--- src/rtl/credit_update_arbiter.sv ---
// Round-robin arbiter that funnels per-port credit updates onto one return stream.
// Optional statistics counters are enabled with CREDIT_UPDATE_ARBITER_STATS_EN.
module credit_update_arbiter #(
   parameter int PACKET_BITS  = 97,
   parameter int NUM_IN_PORTS = 7,
   parameter int CNT_BITS     = 16
) (
   input  logic                                  clk,
   input  logic                                  reset,
   input  logic [NUM_IN_PORTS-1:0]               freespace_update,
   input  logic [PACKET_BITS*NUM_IN_PORTS-1:0]   packet_from_input_ports,
   output logic [PACKET_BITS-1:0]                stream_out,
   output logic                                  stream_out_vld,
   input  logic                                  stream_out_ack,
   output logic [NUM_IN_PORTS-1:0]               pending,
   output logic [$clog2(NUM_IN_PORTS)-1:0]       grant_port
`ifdef CREDIT_UPDATE_ARBITER_STATS_EN
   ,
   output logic [CNT_BITS-1:0]                   coalesce_cnt,
   output logic [CNT_BITS-1:0]                   sent_cnt
`endif
);

   localparam int IDX_W = $clog2(NUM_IN_PORTS);

   typedef enum logic {
      IDLE,
      SEND
   } state_t;

   state_t                 state;
   logic [PACKET_BITS-1:0] pkt_reg [NUM_IN_PORTS];
   logic [IDX_W-1:0]       last_grant;

   logic [IDX_W-1:0]       win;
   logic [IDX_W-1:0]       rr;
   logic                   found;
   logic                   any_pend;
   logic                   xfer;
   logic                   take;

   if (NUM_IN_PORTS < 2) begin : g_bad_ports
      $error("NUM_IN_PORTS must be at least 2");
   end

   if (CNT_BITS < 4) begin : g_bad_cnt
      $error("CNT_BITS must be at least 4");
   end

   // Search starts one past the previous winner so every port gets a turn.
   always_comb begin
      win   = last_grant;
      rr    = last_grant;
      found = 1'b0;
      for (int k = 1; k <= NUM_IN_PORTS; k++) begin
         rr = IDX_W'((int'(last_grant) + k) % NUM_IN_PORTS);
         if (!found && pending[rr]) begin
            win   = rr;
            found = 1'b1;
         end
      end
   end

   assign any_pend = |pending;
   assign xfer     = stream_out_vld && stream_out_ack;
   assign take     = any_pend && ((state == IDLE) || xfer);

   // A pulse on the port being granted wins over the clear.
   always_ff @(posedge clk or posedge reset) begin
      if (reset) begin
         pending <= '0;
         for (int i = 0; i < NUM_IN_PORTS; i++) begin
            pkt_reg[i] <= '0;
         end
      end else begin
         for (int i = 0; i < NUM_IN_PORTS; i++) begin
            if (freespace_update[i]) begin
               pending[i] <= 1'b1;
               pkt_reg[i] <= packet_from_input_ports[PACKET_BITS*i +: PACKET_BITS];
            end else if (take && (win == IDX_W'(i))) begin
               pending[i] <= 1'b0;
            end
         end
      end
   end

   always_ff @(posedge clk or posedge reset) begin
      if (reset) begin
         state          <= IDLE;
         stream_out     <= '0;
         stream_out_vld <= 1'b0;
         grant_port     <= '0;
         last_grant     <= IDX_W'(NUM_IN_PORTS - 1);
      end else begin
         unique case (state)
            IDLE: begin
               if (take) begin
                  stream_out     <= pkt_reg[win];
                  grant_port     <= win;
                  last_grant     <= win;
                  stream_out_vld <= 1'b1;
                  state          <= SEND;
               end
            end
            SEND: begin
               if (take) begin
                  stream_out     <= pkt_reg[win];
                  grant_port     <= win;
                  last_grant     <= win;
                  stream_out_vld <= 1'b1;
               end else if (xfer) begin
                  stream_out_vld <= 1'b0;
                  state          <= IDLE;
               end
            end
            default: begin
               stream_out_vld <= 1'b0;
               state          <= IDLE;
            end
         endcase
      end
   end

`ifdef CREDIT_UPDATE_ARBITER_STATS_EN
   logic [CNT_BITS:0] coal_hits;
   logic [CNT_BITS:0] coal_sum;

   always_comb begin
      coal_hits = '0;
      for (int i = 0; i < NUM_IN_PORTS; i++) begin
         coal_hits = coal_hits + (CNT_BITS+1)'(freespace_update[i] & pending[i]);
      end
      coal_sum = {1'b0, coalesce_cnt} + coal_hits;
   end

   always_ff @(posedge clk or posedge reset) begin
      if (reset) begin
         coalesce_cnt <= '0;
         sent_cnt     <= '0;
      end else begin
         if (coal_sum[CNT_BITS]) begin
            coalesce_cnt <= '1;
         end else begin
            coalesce_cnt <= coal_sum[CNT_BITS-1:0];
         end
         if (xfer && (sent_cnt != '1)) begin
            sent_cnt <= sent_cnt + 1'b1;
         end
      end
   end
`endif

endmodule

--- config.mk ---
export PLATFORM = sky130hd
export DESIGN_NAME = credit_update_arbiter
export DESIGN_NICKNAME = d
export VERILOG_FILES = /design/src/rtl/credit_update_arbiter.sv
export SDC_FILE = /design/constraint.sdc
export NUM_CORES = 1
export LEC_CHECK = 0
export ABC_AREA = 1
export CAP_MARGIN = 20
export CORE_ASPECT_RATIO = 1.1
export CORE_UTILIZATION = 30
export DETAILED_ROUTE_END_ITERATION = 6
export MAX_ROUTING_LAYER = met4
export PLACE_DENSITY = 0.58
export SETUP_SLACK_MARGIN = 0.4
export SLEW_MARGIN = 40
export SYNTH_ARGS = -nofsm -noshare
export SYNTH_HDL_FRONTEND = slang
export SYNTH_SLANG_ARGS = --single-unit
--- constraint.sdc ---
create_clock -name clk -period 32.1 [get_ports clk]
set_input_delay 4.815 -clock clk [delete_from_list [all_inputs] [get_ports clk]]
set_output_delay 4.815 -clock clk [all_outputs]
set_load 0.005 [all_outputs]
==> flow_summary.ini, run 1 <==
[setup_path]
start_kind = primary input
required_ns = 32.87
worstSetupPathType = primary input to asynchronous set/reset pin
critPathCaptureType = asynchronous set/reset pin
worstPathArrival_ns = 9.14
ff2ff_setup_slack_ns = 24.68
crit_fanout = 123

[finish]
multiInputGateArea_um2 = 16900
final_nets = 6750
layout-drive-gt1-share_pct = 4.40
area_delta_synth_final_pct = 31.9
final_common_cell = nand2_1
ff_latch_area_um2 = 19800
largest_register_ffs = 679
post-route-util_pct = 40.0
fillers = 13278
layout_common_cells = nand2_1, clkdlybuf4s50_1, dfrtp_1

[worst_hold_path]
hold_class = flip-flop to flip-flop

[cts]
htree_levels = 3
cts_buffers = 90
cts-hold-fix-buffers = 0
clock-root-buffer = clkbuf_16
cts_tree = built
clkTransAtPathRegs_ns = 0.06
post_cts_resize_count = 0
clockBufferDepth = 3
cts.sinks = 790
clk_latency_ns = 0.70
post_cts_buffers = 0

[timing]
slew_violations = 0
tns_ns = 0
fmax_mhz = 119
fin_crit_sh_pct = 26.1
final_hold_viol_count = 0
finalSetupViolCount = 0
finalCriticalPeriod_ns = 8.38
rsz0062_at_grt = false
slew_headroom_pct = 42.4
worst_pin_slew_ns = 0.864
skew_ns = 0.0494

[logic_synthesis]
synth_ff_type = dfrtp_1
yosysTopAreaCell = dfrtp_1
syn_area_per_cell_um2 = 7.10
yosys-top-cells-area = dfrtp_1, nand2_1, nand3_1, clkbuf_1, buf_2
synth_edf_count = 0
synthArstFlopShare_pct = 100
synth_nets = 6127
yosysSeqAreaShare_pct = 51.4
synth.cell_area_um2 = 38500
synth_top_area_share_pct = 51.2
synth_cell_types = 39
synth_seq_cells = 790
postSynthCellCount = 5417
ys_warn_count = 0

[routing]
routed_via_density = 4.82
dr.pass1.iters = 7
routedWlPerCell_um = 21.6
drt_first_iter_violations = 3145
num_vias = 37533
drc = 2
wl_um = 168000
drtAntennaViolNets = 0

[die]
die_h_um = 378
core_um2 = 127000
rows = 137
dieWidth_um = 343
initial_core_util_pct = 30.3
die_area_um2 = 130000
io_pins = 797

[grt]
antenna_found_initial = 12
grt_overflow_total = 0
first_global_vias = 37016
grt_use_total_pct = 26.3
grt_max_degree = 124
grt_pass1_wl_um = 244000

[flow_run]
drv_cap = 0

[status]
status = finished with violations
failed_checks = DRC

[placement]
gp_congestion = 0.913
dp_hpwl_um = 121000
io_buffers = 796

[power_and_ir_drop]
power_density_nw_per_um2 = 49.0
p_leak_nw = 26.6
ir_worst_vdd_v = 0.0000446
==> kinds of logic after synthesis <==
group                    Yosys count  synth area share [%]
AO/OA/AOI/OAI                     94                  1.30
XOR/XNOR                           5                 0.114
adder cells (fa/ha/maj)           21                 0.683
buffers and inverters            431                  4.82
flip-flops                       790                  51.4
AND/OR/NAND/NOR                 4076                  41.7
==> power breakdown <==
| part | switching (mW) | leakage [nW] | internal, mW |
|---|---|---|---|
| registers | 0.0412 | 9.77 | 1.07 |
| clock network | 0.448 | 1.47 | 0.615 |
| logic | 0.180 | 15.3 | 0.131 |
| total | 0.670 | 26.6 | 1.82 |
==> stage by stage <==
step / std cells / power (mW) / worst slack [ns] / instance area [um2] / hold slack [ns]
2_1_floorplan: 5417 / 1.26 / 5.11 / 38500 / 0.442
3_3_place_gp: 7609 / 1.44 / 21.97 / 47500 / 0.453
3_5_place_dp: 7611 / 1.45 / 22.33 / 47600 / 0.458
4_1_cts: 7774 / 2.51 / 23.05 / 50600 / 0.473
5_1_grt: 7788 / 2.58 / 23.10 / 50800 / 0.483
6_report: 7789 / 2.49 / 23.72 / 50800 / 0.469
==> layer usage <==
| layer | GRT usage [%] | wire, um |
|---|---|---|
| met3 | 4.17 | 10800 |
| met1 | 31.1 | 66500 |
| met5 | - | 0 |
| met2 | 43.6 | 82300 |
| met4 | 12.9 | 8860 |
==> Yosys cell counts (2+ instances only) <==
library cell / n
nand2_1: 3559
dfrtp_1: 788
nand3_1: 429
clkbuf_1: 187
inv_1: 87
buf_2: 71
o21ai_0: 57
nor2_1: 39
buf_1: 34
inv_2: 28
ha_1: 21
o21ai_1: 19
buf_6: 14
nand2_2: 14
buf_4: 9
nand3_2: 9
o211ai_1: 7
a21oi_1: 6
nor3_1: 6
nand2_4: 4
nand4_1: 4
xor2_1: 4
nor2_4: 3
dfstp_2: 2
nor2_2: 2
==> final timing paths <==
path,startpoint,to,depth (start not counted)
worst max-delay path,reset,stream_out[70],7
worst min-delay path,pkt_reg[50],pkt_reg[50],2
worst max register to register,last_grant[1],stream_out[84],28
worst min register to register,pkt_reg[50],pkt_reg[50],2
max in group clk,last_grant[1],stream_out[84],28
min in group asynchronous,reset,pkt_reg[588],2
==> critical path, cell delays in order <==
cell and delay (ns):
clkdlybuf4s50_1 0.54, inv_12 0.40, buf_4 0.70, buf_6 0.56
buf_6 0.59, buf_4 0.71, buf_6 0.55
==> final cells by class <==
cell class	instances	share of cell area, %
flip-flops and latches	790	38.9
multi-input cells	4196	33.3
diodes	10	0.0493
repair buffers	847	16.7
clock inverters	31	0.801
clock buffers	132	5.14
well taps	1668	4.11
inverters	115	0.936
Power figures use the tool's default switching activity.
==> run 2, diff against run 1 <==
==> constraint.sdc (replaced) <==
create_clock -name clk -period 8.4 [get_ports clk]
set_input_delay 1.26 -clock clk [delete_from_list [all_inputs] [get_ports clk]]
set_output_delay 1.26 -clock clk [all_outputs]
set_load 0.005 [all_outputs]
==> run 2 against run 1 <==
The run now ends clean. Worst hold slack gained 0.0012 ns. Clock skew decreased by 0.028 ns. Register-to-register slack worse by 23 ns. Count of clock-buffer cells in the layout grew 6. Sequential power increased to 3.8 times the previous value. Power increased to 3.8 times the previous value. Cell count grew 0.17%. Core utilization rose by 0.15 points. Die area did not move. Wire length is 7.0% higher. Non-clock buffer count grew 1. Highest routed layer unchanged.
==> flow_summary.ini, run 2 (synthesized netlist as in run 1, its figures left out) <==
[status]
status = complete, no violations

[routing]
num_vias = 37996
drc = 0
drt_first_iter_violations = 2951
dr.pass1.iters = 6
wl_um = 180000
routedWlPerCell_um = 23.1
routed_via_density = 4.87
drtAntennaViolNets = 0

[finish]
final_area_um2 = 51000
fillers = 13207
ff_latch_area_um2 = 19800
multiInputGateArea_um2 = 16900
area_delta_synth_final_pct = 32.4
final_nets = 6753
largest_register_ffs = 679
layout-drive-gt1-share_pct = 4.48
post-route-util_pct = 40.1
layout_common_cells = nand2_1, clkdlybuf4s50_1, dfrtp_1
final_common_cell = nand2_1

[cts]
cts_tree = built
clock-root-buffer = clkbuf_16
cts-hold-fix-buffers = 0
clk_latency_ns = 0.70
post_cts_resize_count = 0
clkTransAtPathRegs_ns = 0.06
post_cts_buffers = 0
cts.sinks = 790
htree_levels = 3
cts_buffers = 92
clockBufferDepth = 3

[setup_path]
critPathCaptureType = flip-flop
worstPathArrival_ns = 7.16
start_kind = flip-flop
critPathSlowestCell = buf_4
crit_fanout = 72
max_stage_delay_ns = 0.76
worstSetupPathType = flip-flop to flip-flop
path_common_cell = nand2_1
required_ns = 9.02

[placement]
dp_hpwl_um = 129000
gp_congestion = 0.897
place_area_um2 = 47700
io_buffers = 796

[timing]
rsz0062_at_grt = false
finalCriticalPeriod_ns = 6.53
finalSetupViolCount = 0
tns_ns = 0
fin_crit_sh_pct = 77.8
fmax_mhz = 153
skew_ns = 0.0213
worst_pin_slew_ns = 0.851
slew_violations = 0
slew_headroom_pct = 43.2
final_hold_viol_count = 0
fin_hold_ws_ns = 0.470

[power_and_ir_drop]
power_density_nw_per_um2 = 187
p_leak_nw = 26.6
ir_worst_vdd_v = 0.000136
power_mw = 9.54

[die]
initial_core_util_pct = 30.3
dieWidth_um = 343
die_area_um2 = 130000
rows = 137
io_pins = 797
core_um2 = 127000
die_h_um = 378

[grt]
grt_max_degree = 156
grt_overflow_total = 0
grt_use_total_pct = 28.3
first_global_vias = 38061
grt_pass1_wl_um = 259000
antenna_found_initial = 21

[worst_hold_path]
hold_class = flip-flop to flip-flop

[flow_run]
drv_cap = 0
[run 2: power by group]
group / switching [mW] / internal (mW)
combinational: 0.633 / 0.503
clock: 1.71 / 2.42
sequential: 0.175 / 4.10
total: 2.52 / 7.02
[run 2: cell type report]
| class | instances | share of cell area, % |
|---|---|---|
| clock buffer | 138 | 5.41 |
| multi-input combinational | 4196 | 33.2 |
| antenna | 21 | 0.103 |
| clock inverter | 26 | 0.609 |
| tap | 1668 | 4.09 |
| inverter | 115 | 0.911 |
| sequential | 790 | 38.8 |
| timing repair buffer | 848 | 16.9 |
[run 2: worst paths after layout]
kind                                  end  depth (start not counted)  slack, ns          start
max                        stream_out[75]                         31       1.87  last_grant[1]
min                          pkt_reg[643]                          2       0.47   pkt_reg[643]
max reg2reg                stream_out[75]                         31       1.87  last_grant[1]
min reg2reg                  pkt_reg[643]                          2       0.47   pkt_reg[643]
max in group asynchronous    pkt_reg[269]                          5       5.87          reset
min in group asynchronous    pkt_reg[491]                          2       0.86          reset
[run 2: layer usage]
metal	global-route usage (%)	vias to the layer above	share of wire, %	wire (um)
li1	-	17873	-	-
met1	32.4	18377	38	69300
met2	46.3	1427	49	87600
met3	5.07	319	6.6	11900
met4	16.5	0	6.4	11500
met5	-	-	0	0
[run 2: metrics by stage]
step / setup WS, ns / instances
6_report: 1.87 / 7802
5_1_grt: 1.34 / 7801
4_1_cts: 1.84 / 7775
3_5_place_dp: 1.87 / 7611
3_3_place_gp: 1.81 / 7611
2_1_floorplan: -3.70 / 5417
[run 2: critical path, delay by kind of cell, from the launching register on]
kind                     cells  cell delay, ns
AO/OA/AOI/OAI                1            0.20
adder cells (fa/ha/maj)      3            1.14
AND/OR/NAND/NOR             23            3.07
buffers and inverters        4            1.18
flip-flops                   1            0.68
